--- config.mk ---
export PLATFORM = sky130hd
export DESIGN_NAME = ro_heater_ctrl
export DESIGN_NICKNAME = d
export VERILOG_FILES = /design/src/rtl/ro_heater_ctrl.sv
export SDC_FILE = /design/constraint.sdc
export NUM_CORES = 1
export LEC_CHECK = 0
export CAP_MARGIN = 20
export CORE_UTILIZATION = 57
export CTS_CLUSTER_SIZE = 24
export DETAILED_ROUTE_END_ITERATION = 8
export PLACE_DENSITY = 0.85
export SKIP_CTS_REPAIR_TIMING = 1
export SYNTH_ARGS = -nofsm -noshare
export SYNTH_HDL_FRONTEND = slang
export SYNTH_SLANG_ARGS = --single-unit
--- constraint.sdc ---
create_clock -name clk -period 7.4 [get_ports clk]
set_clock_uncertainty 0.2 [all_clocks]
set_input_delay 1.48 -clock clk [delete_from_list [all_inputs] [get_ports clk]]
set_output_delay 1.48 -clock clk [all_outputs]
set_load 0.05 [all_outputs]
--- src/rtl/ro_heater_ctrl.sv ---
// Banked ring-oscillator heater controller: staged bank enable/disable, PWM duty
// modulation while running, and a gated edge counter on one sense RO.
module ro_heater_ctrl #(
  parameter int NUM_BANKS   = 8,
  parameter int RAMP_CYCLES = 1024,
  parameter int PWM_PERIOD  = 256,
  parameter int DUTY_W      = 9,
  parameter int GATE_CYCLES = 65536,
  parameter int CNT_W       = 24
) (
  input  logic                 clk,
  input  logic                 rst,
  input  logic                 start,
  input  logic [NUM_BANKS-1:0] bank_mask,
  input  logic [DUTY_W-1:0]    duty,
  input  logic                 ro_sense,
  output logic [NUM_BANKS-1:0] bank_en,
  output logic                 busy,
  output logic [1:0]           state_o,
  output logic [CNT_W-1:0]     freq_count,
  output logic                 freq_valid
);

  localparam int TW = (RAMP_CYCLES > 2) ? $clog2(RAMP_CYCLES) : 1;
  localparam int PW = (PWM_PERIOD  > 2) ? $clog2(PWM_PERIOD)  : 1;
  localparam int GW = (GATE_CYCLES > 2) ? $clog2(GATE_CYCLES) : 1;

  typedef enum logic [1:0] {
    IDLE      = 2'd0,
    RAMP_UP   = 2'd1,
    RUN       = 2'd2,
    RAMP_DOWN = 2'd3
  } state_t;

  state_t               state_q;
  logic [NUM_BANKS-1:0] stage_q;
  logic [NUM_BANKS-1:0] mask_q;
  logic [TW-1:0]        timer_q;
  logic [PW-1:0]        pwm_q;

  logic [NUM_BANKS-1:0] avail;
  logic [NUM_BANKS-1:0] low_bit;
  logic [NUM_BANKS-1:0] hi_bit;
  logic [NUM_BANKS-1:0] stage_up_d;
  logic [NUM_BANKS-1:0] stage_dn_d;
  logic                 ramp_last;
  logic                 pwm_last;
  logic [DUTY_W-1:0]    pwm_ext;
  logic                 gate;

  // Next bank to add is the lowest unstaged masked bank; removal takes the highest.
  always_comb begin
    avail      = mask_q & ~stage_q;
    low_bit    = avail & (~avail + NUM_BANKS'(1));
    hi_bit     = '0;
    for (int i = 0; i < NUM_BANKS; i++) begin
      if (stage_q[i]) begin
        hi_bit    = '0;
        hi_bit[i] = 1'b1;
      end
    end
    stage_up_d = stage_q | low_bit;
    stage_dn_d = stage_q & ~hi_bit;
  end

  assign ramp_last = (timer_q == TW'(RAMP_CYCLES - 1));
  assign pwm_last  = (pwm_q == PW'(PWM_PERIOD - 1));
  assign pwm_ext   = DUTY_W'(pwm_q);

  // Staging runs at full on; only RUN modulates.
  assign gate    = (state_q != RUN) || (pwm_ext < duty);
  assign bank_en = stage_q & {NUM_BANKS{gate}};
  assign busy    = (state_q != IDLE);
  assign state_o = state_q;

  always_ff @(posedge clk or posedge rst) begin
    if (rst) begin
      state_q <= IDLE;
      stage_q <= '0;
      mask_q  <= '0;
      timer_q <= '0;
      pwm_q   <= '0;
    end else begin
      case (state_q)
        IDLE: begin
          if (start && (|bank_mask)) begin
            state_q <= RAMP_UP;
            mask_q  <= bank_mask;
            timer_q <= '0;
          end
        end
        RAMP_UP: begin
          if (!start) begin
            state_q <= RAMP_DOWN;
            timer_q <= '0;
          end else if (ramp_last) begin
            timer_q <= '0;
            stage_q <= stage_up_d;
            if (stage_up_d == mask_q) begin
              state_q <= RUN;
              pwm_q   <= '0;
            end
          end else begin
            timer_q <= timer_q + TW'(1);
          end
        end
        RUN: begin
          pwm_q <= pwm_last ? '0 : pwm_q + PW'(1);
          if (!start) begin
            state_q <= RAMP_DOWN;
            timer_q <= '0;
          end
        end
        RAMP_DOWN: begin
          if (stage_q == '0) begin
            state_q <= IDLE;
          end else if (ramp_last) begin
            timer_q <= '0;
            stage_q <= stage_dn_d;
            if (stage_dn_d == '0) state_q <= IDLE;
          end else begin
            timer_q <= timer_q + TW'(1);
          end
        end
        default: state_q <= IDLE;
      endcase
    end
  end

  // Frequency monitor: sync1/sync2 resynchronize, sync3 delays for edge detect.
  logic             sync1_q, sync2_q, sync3_q;
  logic [GW-1:0]    win_q;
  logic [CNT_W-1:0] edge_q;
  logic [CNT_W-1:0] freq_cnt_q;
  logic             freq_vld_q;
  logic             edge_det;
  logic             win_last;
  logic [CNT_W-1:0] edge_d;

  assign edge_det = sync2_q & ~sync3_q;
  assign win_last = (win_q == GW'(GATE_CYCLES - 1));
  assign edge_d   = (edge_det && (edge_q != {CNT_W{1'b1}})) ? edge_q + CNT_W'(1) : edge_q;

  always_ff @(posedge clk or posedge rst) begin
    if (rst) begin
      sync1_q    <= 1'b0;
      sync2_q    <= 1'b0;
      sync3_q    <= 1'b0;
      win_q      <= '0;
      edge_q     <= '0;
      freq_cnt_q <= '0;
      freq_vld_q <= 1'b0;
    end else begin
      sync1_q <= ro_sense;
      sync2_q <= sync1_q;
      sync3_q <= sync2_q;
      if (win_last) begin
        win_q      <= '0;
        freq_cnt_q <= edge_d;
        freq_vld_q <= 1'b1;
        edge_q     <= '0;
      end else begin
        win_q      <= win_q + GW'(1);
        edge_q     <= edge_d;
        freq_vld_q <= 1'b0;
      end
    end
  end

  assign freq_count = freq_cnt_q;
  assign freq_valid = freq_vld_q;

endmodule

==> results.rst <==
.. list-table::
   :header-rows: 1

   * - Metric
     - Value
   * - DP HPWL
     - 7820 um
   * - Number of antenna violations at the first check in global routing
     - 0
   * - Clock buffer count from CTS
     - 9
   * - Maximum vdd ir drop
     - 0.000195 V
   * - Combined buffer and inverter count along the critical path
     - 3
   * - Post-route antenna net violation count
     - 0
   * - Leading cell type in the layout, fill and taps excluded
     - sky130_fd_sc_hd__dfrtp_1
   * - Die width
     - 97.9 um
   * - Number of search-and-repair iterations in the first detailed-routing pass
     - 6
   * - N_diodes
     - 0
   * - Max transition margin
     - 32.3%
   * - Most used DFF post-synth
     - sky130_fd_sc_hd__dfrtp_1
   * - Post-route DRC violation count
     - 1
   * - Average size of a mapped cell
     - 9.19 um2
   * - Number of I/O port buffers
     - 56
   * - Setup crit start kind
     - input port
   * - Buffer cell driving the clock tree root
     - sky130_fd_sc_hd__clkbuf_8
   * - H-Tree Level Count
     - 3
   * - Worst Min Path Start
     - sync1_q
   * - Distinct cell type count after synthesis
     - 46
   * - Clock period minus final worst setup slack
     - 5680 ps
   * - Cell Area, Synth
     - 5240 um2
   * - Ys Warns
     - 0
   * - Starting density of the core
     - 59.5%
   * - Drt initial violations
     - 199
   * - Period utilisation layout
     - 76.7%
   * - CP cell instances
     - clkdlybuf4s50_1 -> inv_1 -> ha_1 -> a21oi_1 -> nor2b_1 -> o21ai_0 -> a21oi_1 -> o211a_1 -> nor2_1 -> clkdlybuf4s50_1
   * - Data required, critical path
     - 5720 ps
   * - Crit path max-delay family
     - buffers and inverters
   * - Routed vias
     - 4,260
   * - Maximum number of pins on one net before global-route repair
     - 73
   * - Routed wire length
     - 11,000 um
   * - Non-filler cells in the finished layout
     - 738
   * - Clock Sink Count
     - 104
   * - Number of endpoints with negative hold slack in the final report
     - 0
   * - # rows
     - 34
   * - Worst Path Max Fanout
     - 8
   * - Synth Net Count
     - 606
   * - Slew of the pin with the lowest slew margin
     - 1020 ps
   * - Number of synthesized flops with an enable pin
     - 0
   * - Final setup violating endpoints
     - 0
   * - Sequential area share after synthesis
     - 49.7%
   * - Total gr overflow
     - 0
   * - FF/Latch Area
     - 2600 um2
   * - Pwr/cell area
     - 247 nW/um2
   * - First-pass GRT wire length
     - 19,300 um
   * - RSZ-0062 raised after global routing
     - no
   * - Element type at the critical path end
     - output pin
   * - Vertical extent of the die
     - 97.9 um
   * - Cell count after placement
     - 722
   * - Beginning of the critical path
     - duty[1]
   * - Hold Crit Class
     - flop to flop
   * - CP max stage delay
     - 820 ps
   * - Clk slew on worst S/H paths
     - 100 ps
   * - Count of final max-slew check failures
     - 0
   * - Highest-count cells in the layout ignoring fill and taps
     - sky130_fd_sc_hd__dfrtp_1, sky130_fd_sc_hd__nor2_1, sky130_fd_sc_hd__nand2_1
   * - Async SR Flop Fraction
     - 100%
   * - # Max-Cap Violations
     - 0
   * - Maximum clock path buffer count
     - 2
   * - Post-layout net count
     - 661
   * - Total of fill cells in the finished design
     - 682
   * - Total negative slack for setup checks
     - 0 ps
   * - Floorplan Core Area
     - 8810 um2
   * - GP Congestion
     - 0.868
   * - Routed wirelength normalized by instance count
     - 14.9 um
   * - Flop and latch count out of synthesis
     - 104
   * - Total area of multi-input combinational cells
     - 2470 um2
   * - Outcome
     - finished with violations
   * - Cell count after synthesis
     - 570
   * - Maximum achievable frequency
     - 176 MHz
   * - Io pins
     - 57
   * - Critical-path cell with the highest stage delay
     - sky130_fd_sc_hd__clkdlybuf4s50_1
   * - TritonCTS clock tree
     - built
   * - Violated checks
     - DRC
   * - GRT Overall Usage
     - 24.7%
   * - Critical Setup Path Class
     - input port to output pin
   * - Worst endpoint data arrival time
     - 4000 ps
   * - Number of global-route vias before repair
     - 4,188
   * - Die Outline Area
     - 9580 um2
   * - Per-cell via count in the routed design
     - 5.77
   * - Source of the worst register-to-register timing path
     - stage_q[3]
   * - Clock insertion delay at the later pin of the skew report
     - 380 ps
   * - Hold WS
     - 171 ps
   * - Leak Pwr
     - 2.73 nW
   * - Layout cells sized above 1
     - 5.56%
   * - Area added between synthesis and finish
     - 16.2%
-- metrics by stage --
step	power (mW)	area (um2)	worst slack, ps	utilization [%]
after global placement	1.14	5900	1840	67.0
after CTS	1.50	6090	1730	69.2
after global routing	1.59	6090	1590	69.2
after detailed placement	1.16	5900	1740	67.0
final	1.50	6090	1720	69.2
after floorplan	1.04	5240	2620	-
-- power by group --
| part | internal, mW | switching (mW) |
|---|---|---|
| sequential | 0.630 | 0.0746 |
| combinational | 0.186 | 0.268 |
| clock | 0.130 | 0.213 |
-- kinds of logic after synthesis --
kind of cell | share of synthesized area, %
compound gates | 12.9
fa+ha+maj | 3.58
mux | 2.53
xor+xnor | 5.68
simple gates | 22.4
flops | 49.7
buf+inv | 3.20
-- synth_stat cells, drive strengths merged (2+ instances only) --
| cell type | instances | share of area, % |
|---|---|---|
| a21oi | 17 | 1.6 |
| nand4b | 2 | 0.33 |
| inv | 30 | 2.1 |
| o31ai | 6 | 0.96 |
| or2 | 2 | 0.29 |
| nand2b | 14 | 1.7 |
| or4 | 2 | 0.36 |
| and3 | 19 | 2.3 |
| o21ai | 58 | 5.5 |
| xor2 | 13 | 2.2 |
| a2bb2oi | 2 | 0.33 |
| nor3 | 13 | 1.2 |
| nor4 | 6 | 0.72 |
| xnor2 | 21 | 3.5 |
| nor2 | 78 | 5.6 |
| clkbuf | 11 | 0.79 |
| nand3 | 25 | 2.4 |
| nand2 | 66 | 4.7 |
| a41oi | 3 | 0.50 |
| buf | 3 | 0.26 |
| mux2 | 10 | 2.1 |
| a31oi | 6 | 0.72 |
| and2 | 5 | 0.60 |
| nand4 | 7 | 0.84 |
| mux2i | 2 | 0.38 |
| dfrtp | 104 | 50 |
| o22ai | 5 | 0.60 |
| a211o | 3 | 0.50 |
| ha | 15 | 3.6 |
| a2111oi | 3 | 0.50 |
| nor2b | 9 | 1.1 |
-- path summary, 6_finish.rpt --
check	endpoint	slack, ps	depth (start not counted)
worst min-delay path	sync2_q	170	0
worst min register to register	sync2_q	170	0
min in group asynchronous	mask_q[3]	1240	2
worst max register to register	state_o[1]	4410	6
worst max-delay path	bank_en[6]	1720	10
max in group asynchronous	timer_q[8]	4500	3
-- sequential cells by signal (all words and copies together), names as in the netlist --
signal and cells:
freq_valid 1, edge_q 24, sync2_q 1, stage_q 8, state_o 2, timer_q 10
sync1_q 1, pwm_q 8, mask_q 8, win_q 16, sync3_q 1, freq_count 24
-- worst reg2reg max path, stage by stage (launching register included) --
cell	delay [ps]
sky130_fd_sc_hd__dfrtp_1	500
sky130_fd_sc_hd__or4_1	620
sky130_fd_sc_hd__nor3_1	440
sky130_fd_sc_hd__nand2_1	140
sky130_fd_sc_hd__a311o_1	400
sky130_fd_sc_hd__o21ba_2	250
sky130_fd_sc_hd__mux2_2	330
-- cell type report --
class                   count  area share (%)
multi-input cells         422            40.6
inverters                  30            1.89
well taps                 108            2.22
clock inverters             7            1.11
clock buffers               9            2.03
repair buffers             58            9.45
flip-flops and latches    104            42.7
-- per-layer routing --
metal	GRT usage (%)	up-vias	part of all wire, %
met5	0	-	0
met2	40.4	82	50
met4	9.56	0	1.7
met1	33.1	2078	45
met3	4.15	20	3.2
li1	-	2080	-
Power figures use the tool's default switching activity.
